$ cat src/rtl/norm_pkg.sv
// -----------------------------------------------------------------------------
// norm_pkg
//   Shared types and derived-size helpers for the pixel normalizer.
//   - state_t          : frame controller states
//   - calc_n_pix       : pixels per cropped frame
//   - calc_recip_w     : width of the fixed-point reciprocal / divider dividend
//   - calc_max_out     : largest normalized output code
//   - calc_cnt_w       : width of a counter that must reach n_pix
// -----------------------------------------------------------------------------
package norm_pkg;

  typedef enum logic [1:0] {
    IDLE,
    DIV,
    STREAM,
    DONE
  } state_t;

  function automatic int calc_n_pix(input int rows, input int cols);
    return rows * cols;
  endfunction

  function automatic int calc_recip_w(input int out_bw, input int frac_bits);
    return out_bw + frac_bits;
  endfunction

  function automatic int calc_max_out(input int out_bw);
    return (1 << out_bw) - 1;
  endfunction

  function automatic int calc_cnt_w(input int n_pix);
    return $clog2(n_pix + 1);
  endfunction

endpackage

$ cat src/rtl/recip_divider.sv
// -----------------------------------------------------------------------------
// recip_divider
//   Sequential restoring divider: quotient = floor(dividend / divisor).
//   The first quotient bit is produced on the start cycle itself, so a
//   non-zero divide raises done DIVIDEND_W cycles after start is sampled.
//   A zero divisor returns quotient 0 with done on the following cycle.
//   Ports:
//     clk, srst  : clock, synchronous active-high reset
//     start      : begin a divide (operands sampled this cycle)
//     dividend   : DIVIDEND_W-bit numerator
//     divisor    : DIVISOR_W-bit denominator
//     done       : one-cycle pulse, quotient valid from this cycle on
//     quotient   : result, held until the next start
// -----------------------------------------------------------------------------
module recip_divider #(
  parameter int DIVIDEND_W = 24,
  parameter int DIVISOR_W  = 10
) (
  input  logic                  clk,
  input  logic                  srst,
  input  logic                  start,
  input  logic [DIVIDEND_W-1:0] dividend,
  input  logic [DIVISOR_W-1:0]  divisor,
  output logic                  done,
  output logic [DIVIDEND_W-1:0] quotient
);

  localparam int CNT_W = $clog2(DIVIDEND_W + 1);

  logic [DIVISOR_W-1:0]  rem_r, divisor_r;
  logic [DIVIDEND_W-1:0] quo_r;
  logic [CNT_W-1:0]      cnt_r;
  logic                  busy_r;

  logic [DIVISOR_W-1:0]  src_rem, src_div, next_rem;
  logic [DIVIDEND_W-1:0] src_quo, next_quo;
  logic [DIVISOR_W:0]    trial;

  // One restoring step. On the start cycle it works straight from the
  // operand ports so no cycle is spent just loading them.
  // NOTE: every always_comb output gets a value on every path (here the
  // unconditional assignments and the if/else pair), otherwise a latch is inferred.
  always_comb begin
    src_rem = start ? '0 : rem_r;
    src_quo = start ? dividend : quo_r;
    src_div = start ? divisor : divisor_r;
    trial   = {src_rem, src_quo[DIVIDEND_W-1]};
    if (trial >= {1'b0, src_div}) begin
      // Remainder stays below the divisor, so the narrowing is lossless.
      next_rem = DIVISOR_W'(trial - {1'b0, src_div});
      next_quo = {src_quo[DIVIDEND_W-2:0], 1'b1};
    end else begin
      next_rem = trial[DIVISOR_W-1:0];
      next_quo = {src_quo[DIVIDEND_W-2:0], 1'b0};
    end
  end

  // NOTE: clocked state uses non-blocking (<=) so every register samples
  // pre-edge values; blocking (=) here would create order-dependent races.
  always_ff @(posedge clk) begin
    if (srst) begin
      rem_r     <= '0;
      quo_r     <= '0;
      divisor_r <= '0;
      cnt_r     <= '0;
      busy_r    <= 1'b0;
      done      <= 1'b0;
    end else begin
      done <= 1'b0;
      if (start) begin
        divisor_r <= divisor;
        if (divisor == '0) begin
          rem_r  <= '0;
          quo_r  <= '0;
          cnt_r  <= '0;
          busy_r <= 1'b0;
          done   <= 1'b1;
        end else begin
          rem_r  <= next_rem;
          quo_r  <= next_quo;
          cnt_r  <= CNT_W'(DIVIDEND_W - 1);
          busy_r <= 1'b1;
        end
      end else if (busy_r) begin
        rem_r <= next_rem;
        quo_r <= next_quo;
        cnt_r <= cnt_r - 1'b1;
        if (cnt_r == CNT_W'(1)) begin
          busy_r <= 1'b0;
          done   <= 1'b1;
        end
      end
    end
  end

  assign quotient = quo_r;

endmodule

$ cat src/rtl/pixel_normalizer.sv
// -----------------------------------------------------------------------------
// pixel_normalizer
//   Rescales a cropped pixel stream so the frame maximum maps to MAX_OUT.
//   Per frame: one reciprocal divide recip = floor(MAX_OUT*2^F / max), then a
//   2-stage multiply / round / saturate pipeline with AXI-Stream backpressure.
//   Ports:
//     clk, srst                 : clock, synchronous active-high reset
//     ap_start/ready/idle/done  : block-level handshake; max_value is sampled
//                                 on the accepted ap_start cycle
//     max_value                 : frame maximum from the crop stage
//     s_axis_*                  : input pixel stream (PIXEL_BIT_WIDTH)
//     m_axis_*                  : normalized output stream (OUT_BIT_WIDTH),
//                                 tlast on beat N_PIX
// -----------------------------------------------------------------------------
module pixel_normalizer
  import norm_pkg::*;
#(
  parameter int PIXEL_BIT_WIDTH = 10,
  parameter int OUT_ROWS        = 10,
  parameter int OUT_COLS        = 10,
  parameter int OUT_BIT_WIDTH   = 8,
  parameter int RECIP_FRAC_BITS = 16
) (
  input  logic                       clk,
  input  logic                       srst,
  input  logic                       ap_start,
  output logic                       ap_ready,
  output logic                       ap_idle,
  output logic                       ap_done,
  input  logic [PIXEL_BIT_WIDTH-1:0] max_value,
  input  logic                       s_axis_tvalid,
  output logic                       s_axis_tready,
  input  logic [PIXEL_BIT_WIDTH-1:0] s_axis_tdata,
  output logic                       m_axis_tvalid,
  input  logic                       m_axis_tready,
  output logic [OUT_BIT_WIDTH-1:0]   m_axis_tdata,
  output logic                       m_axis_tlast
);

  localparam int N_PIX   = calc_n_pix(OUT_ROWS, OUT_COLS);
  localparam int RECIP_W = calc_recip_w(OUT_BIT_WIDTH, RECIP_FRAC_BITS);
  localparam int MAX_OUT = calc_max_out(OUT_BIT_WIDTH);
  localparam int CNT_W   = calc_cnt_w(N_PIX);
  localparam int PROD_W  = PIXEL_BIT_WIDTH + RECIP_W;

  localparam logic [RECIP_W-1:0] DIVIDEND   = RECIP_W'(MAX_OUT) << RECIP_FRAC_BITS;
  localparam logic [PROD_W:0]    ROUND_HALF = (PROD_W + 1)'(1) << (RECIP_FRAC_BITS - 1);
  localparam logic [PROD_W:0]    SAT_LIMIT  = (PROD_W + 1)'(MAX_OUT);
  localparam logic [CNT_W-1:0]   CNT_N_PIX  = CNT_W'(N_PIX);
  localparam logic [CNT_W-1:0]   CNT_LAST   = CNT_W'(N_PIX - 1);

  state_t state_r, state_nxt;

  logic                     div_start, div_done;
  logic [RECIP_W-1:0]       recip;
  logic [CNT_W-1:0]         in_cnt, out_cnt;
  logic                     stall, in_hs, out_hs;

  logic                     s1_valid;
  logic [PROD_W-1:0]        s1_prod;
  logic                     m_valid;
  logic [OUT_BIT_WIDTH-1:0] m_data;

  logic [PROD_W:0]          scaled;
  logic [OUT_BIT_WIDTH-1:0] sat_data;

  // The divider keeps its own copy of the divisor, which serves as the
  // latched frame maximum; its quotient is held untouched through STREAM.
  recip_divider #(
    .DIVIDEND_W (RECIP_W),
    .DIVISOR_W  (PIXEL_BIT_WIDTH)
  ) u_recip_divider (
    .clk      (clk),
    .srst     (srst),
    .start    (div_start),
    .dividend (DIVIDEND),
    .divisor  (max_value),
    .done     (div_done),
    .quotient (recip)
  );

  // ---------------------------------------------------------------- FSM
  always_ff @(posedge clk) begin
    if (srst) state_r <= IDLE;
    else      state_r <= state_nxt;
  end

  always_comb begin
    state_nxt = state_r;
    ap_ready  = 1'b0;
    ap_idle   = 1'b0;
    ap_done   = 1'b0;
    div_start = 1'b0;
    unique case (state_r)
      IDLE: begin
        ap_ready = 1'b1;
        ap_idle  = 1'b1;
        if (ap_start) begin
          div_start = 1'b1;
          state_nxt = DIV;
        end
      end
      DIV:    if (div_done) state_nxt = STREAM;
      STREAM: if (out_hs && m_axis_tlast) state_nxt = DONE;
      DONE: begin
        ap_done   = 1'b1;
        state_nxt = IDLE;
      end
      default: state_nxt = IDLE;
    endcase
  end

  // ---------------------------------------------------------- handshakes
  // Both pipeline stages freeze together whenever the output is stalled,
  // which keeps m_axis_tdata/tlast stable and guarantees no beat is lost.
  assign stall         = m_valid && !m_axis_tready;
  assign s_axis_tready = (state_r == STREAM) && (in_cnt < CNT_N_PIX) && !stall;
  assign in_hs         = s_axis_tvalid && s_axis_tready;
  assign out_hs        = m_valid && m_axis_tready;

  always_ff @(posedge clk) begin
    if (srst || div_start) begin
      in_cnt  <= '0;
      out_cnt <= '0;
    end else begin
      if (in_hs)  in_cnt  <= in_cnt + 1'b1;
      if (out_hs) out_cnt <= out_cnt + 1'b1;
    end
  end

  // ------------------------------------------------------------ datapath
  // Round half up, then clamp: pixels above the frame maximum would
  // otherwise wrap past MAX_OUT.
  always_comb begin
    scaled   = ({1'b0, s1_prod} + ROUND_HALF) >> RECIP_FRAC_BITS;
    sat_data = (scaled > SAT_LIMIT) ? OUT_BIT_WIDTH'(MAX_OUT)
                                    : scaled[OUT_BIT_WIDTH-1:0];
  end

  always_ff @(posedge clk) begin
    if (srst) begin
      s1_valid <= 1'b0;
      s1_prod  <= '0;
      m_valid  <= 1'b0;
      m_data   <= '0;
    end else if (!stall) begin
      s1_valid <= in_hs;
      if (in_hs) s1_prod <= PROD_W'(s_axis_tdata) * PROD_W'(recip);
      m_valid  <= s1_valid;
      if (s1_valid) m_data <= sat_data;
    end
  end

  assign m_axis_tvalid = m_valid;
  assign m_axis_tdata  = m_data;
  assign m_axis_tlast  = m_valid && (out_cnt == CNT_LAST);

endmodule
$ cat config.mk
export PLATFORM = sky130hd
export DESIGN_NAME = pixel_normalizer
export DESIGN_NICKNAME = d
export VERILOG_FILES = /design/src/rtl/norm_pkg.sv /design/src/rtl/recip_divider.sv /design/src/rtl/pixel_normalizer.sv
export SDC_FILE = /design/constraint.sdc
export NUM_CORES = 1
export LEC_CHECK = 0
export BUFFER_PORTS_ARGS = -buffer_cell sky130_fd_sc_hd__buf_4
export CORE_ASPECT_RATIO = 2
export CORE_UTILIZATION = 59
export DETAILED_ROUTE_END_ITERATION = 8
export PLACE_DENSITY = 0.82
export SLEW_MARGIN = 0
export SYNTH_ARGS = -nofsm -noshare
export SYNTH_HDL_FRONTEND = slang
export SYNTH_SLANG_ARGS = --single-unit
$ cat constraint.sdc
create_clock -name clk -period 6.8 [get_ports clk]
set_input_delay 1.36 -clock clk [delete_from_list [all_inputs] [get_ports clk]]
set_output_delay 1.36 -clock clk [all_outputs]
set_load 0.1 [all_outputs]
==> flow_metrics.py <==
metrics = {
    "worst_setup_path": {
        "worstSetupEndpointType": "register",
        "worst-setup-path-type": "in2reg",
        "worst-path-max-fanout": 24,
        "cp_slowest_cell": "fa_1",
        "path_cells": "buf_4 -> nand2_1 -> fa_1 -> inv_1 -> fa_1 -> fa_1 -> fa_1 -> inv_1 -> fa_1 -> inv_1 -> ha_1 -> a21oi_1 -> o21ai_1 -> nor2_1 -> o31ai_1 -> nand3_1 -> a2111oi_0 -> nand3b_1",
        "cp.required_ns": 7.10,
        "rr_worst_depth": 17,
        "reg2reg_setup_slack_ns": 0.80,
        "crit_path_max_incr_delay_ns": 0.59,
        "start_kind": "input port",
        "path_common_cell": "fa_1",
        "critPathBufInv": 4,
        "crit_family": "adder cells",
        "arrival_ns": 6.90,
        "rr_endpoint": "s1_prod[27]",
        "r2r-start": "u_recip_divider.quotient[13]",
    },
    "die": {
        "die_y_um": 200,
        "pin_count": 39,
        "die_area_mm2": 0.0203,
        "core-area_mm2": 0.0193,
        "start_util_pct": 60.2,
        "num_rows": 72,
        "die_w_um": 101,
    },
    "synth": {
        "yosysUniqueCellTypes": 64,
        "yosysSeqAreaShare_pct": 16.6,
        "yosys-top-cells-area": "fa_1 30%, dfxtp_1 17%, ha_1 9.3%, and2_1 7.1%, inv_1 5.9%",
        "syn_nets": 1608,
        "synth_area_leader_cell": "fa_1",
        "synth_top_area_share_pct": 30.0,
        "synth_most_common_cell": "inv_1",
        "synth_edf_count": 0,
        "syn-instance-count": 1323,
        "ys_ff_latch": 96,
        "syn_area_mm2": 0.0116,
        "synth.avg_cell_area_um2": 8.77,
        "synth_ff_type": "dfxtp_1",
        "yosys_warnings": 0,
        "synthTopCellsByCount": "182 x inv_1, 179 x nand2_1, 174 x fa_1, 132 x and2_1, 96 x dfxtp_1",
        "async_flop_share_pct": 0,
    },
    "route": {
        "wl_per_cell_um": 18.4,
        "vias": 9335,
        "routed_wl_um": 28900,
        "drc": 0,
        "vias_per_cell": 5.93,
        "drt-initial-drc-count": 528,
        "ant_nets": 0,
        "first_pass_iters": 5,
    },
    "power": {
        "power_density_mw_per_mm2": 270,
        "max-vdd-ir-drop_mv": 0.371,
        "power_leakage_nw": 6.15,
    },
    "timing": {
        "finClkSkew_ns": 0.00721,
        "setup_violations": 0,
        "slew_viol_final": 0,
        "period_needed_ns": 6.60,
        "grt_setup_unrepaired": "no",
        "fmax_mhz": 152,
        "fin_setup_tns_ns": 0,
        "worst_pin_slew_ns": 0.933,
        "relSlewSlack_pct": 37.8,
        "hold_viol_final": 0,
        "min_period_over_period_pct": 97.0,
        "fin_ws_ns": 0.201,
    },
    "finish": {
        "nets": 1596,
        "utilization_pct": 63.9,
        "drive_gt1_share_pct": 6.53,
        "design_area_mm2": 0.0123,
        "syn2layout_area_growth_pct": 6.29,
        "ff_latch_area_mm2": 0.00192,
        "n_antenna_cell": 0,
        "multiInputGateArea_mm2": 0.00872,
        "fillers": 1599,
    },
    "global_route": {
        "antenna_found_initial": 0,
        "grtUsageTotal_pct": 31.3,
        "grt_max_degree": 47,
        "overflow": 0,
        "grt_pass1_vias": 10400,
        "grt_pass1_wl_um": 49200,
    },
    "clocking": {
        "cts_tree": "yes",
        "cts.clk_slew.worst_paths_ns": 0.07,
        "numCtsBuffers": 9,
        "clock-root-buffer": "clkbuf_16",
        "htreeDepth": 3,
        "clock_path_buffers": 2,
        "clkSinkCount": 96,
        "cts_hold_buffers": 0,
        "clk_latency_ns": 0.35,
        "postCtsResizedCells": 0,
        "post-cts-setup-buffers": 0,
    },
    "run": {
        "maxCapViolCount": 0,
    },
    "place": {
        "placed_cell_area_mm2": 0.0120,
        "io_buffers": 38,
        "hpwl_um": 22300,
        "gp_congestion": 0.916,
        "preCtsSetupSlack_ns": -0.0596,
    },
    "hold_path": {
        "hold_end": "u_recip_divider.rem_r[7]",
        "min_path_type": "reg2reg",
        "min_from": "u_recip_divider.rem_r[7]",
        "min_delay_path_depth": 2,
    },
    "status": {
        "status": "finished clean",
    },
}
## routing by layer
metal  share of wire, %  global-route usage [%]  wire length [um]  up-vias
met4                7.9                    23.8              2290        0
met2                 56                    56.8             16100      374
met1                 32                    30.9              9170     4588
met3                4.6                    4.88              1320      161
met5                  0                       0                 0        -
li1                   -                       -                 -     4212
## cell type report
type	count	share of cell area [%]
Clock buffer	10	1.94
Clock inverter	6	0.599
Inverter	182	5.54
Multi-Input combinational cell	973	70.7
Sequential cell	96	15.6
Tap cell	259	2.63
Timing Repair Buffer	49	2.98
## where the power goes
| group | switching, W | internal (W) | leakage, nW | total (W) |
|---|---|---|---|---|
| clock | 0.000235 | 0.000301 | 0.148 | 0.000536 |
| sequential | 0.000115 | 0.000649 | 0.779 | 0.000764 |
| combinational | 0.00124 | 0.000781 | 5.22 | 0.00202 |
## worst max-delay path by stage
stage,to,slack (ns),cells past startpoint,start
after floorplan,s1_prod[33],0.32,19,s_axis_tdata[3]
after global placement,s1_prod[33],0.09,18,s_axis_tdata[6]
after detailed placement,s1_prod[27],-0.06,18,s_axis_tdata[3]
after CTS,s1_prod[27],0.29,18,s_axis_tdata[3]
after global routing,s1_prod[27],0.03,18,s_axis_tdata[6]
final,s1_prod[27],0.20,18,s_axis_tdata[6]
## stage by stage
step / cells / hold slack [ns] / total power (W)
final: 1575 / 0.452 / 0.00332
after global placement: 1559 / 0.427 / 0.00271
after global routing: 1575 / 0.461 / 0.00358
after detailed placement: 1559 / 0.436 / 0.00275
after CTS: 1575 / 0.449 / 0.00330
after floorplan: 1323 / 0.414 / 0.00222
## cells in the final DEF, fill, tap and decap left out, drive strengths merged, types with 9 or more instances in the layout
cell type    n
a22o        12
nand4       16
clkbuf      10
nand2      179
mux2        12
mux2i       26
xor2        14
o21ai       28
nand3       26
nor2        76
a21oi       56
dfxtp       96
inv        185
xnor2       20
nor3         9
and2       132
ha          86
buf         49
fa         174
## registers in the layout (all words and copies together), names as in the netlist, 2 cells and up
signal,cells
u_recip_divider.quotient,24
s1_prod,19
u_recip_divider.divisor_r,10
u_recip_divider.rem_r,10
m_axis_tdata,8
in_cnt,7
out_cnt,7
u_recip_divider.cnt_r,5
state_r,2
## cell families after synthesis
| group | count (synthesis) | share of synthesized area [%] |
|---|---|---|
| multiplexers | 38 | 3.41 |
| AND/OR/NAND/NOR | 479 | 20.3 |
| flip-flops | 96 | 16.6 |
| buffers and inverters | 254 | 8.26 |
| AO/OA/AOI/OAI | 162 | 9.59 |
| adder cells (fa/ha/maj) | 260 | 39.3 |
| XOR/XNOR | 34 | 2.57 |
## worst register-to-register path, stage by stage (launching register included)
cell and delay (ns):
dfxtp_1 0.65, nand2_1 0.16, fa_1 0.56, inv_1 0.05
fa_1 0.48, fa_1 0.54, fa_1 0.59, inv_1 0.07
fa_1 0.53, inv_1 0.04, ha_1 0.37, a21oi_1 0.13
o21ai_1 0.34, nor2_1 0.18, o31ai_1 0.51, nand3_1 0.18
a2111oi_0 0.41, nand3b_1 0.16
No activity file was read; power rests on OpenSTA's default activity.
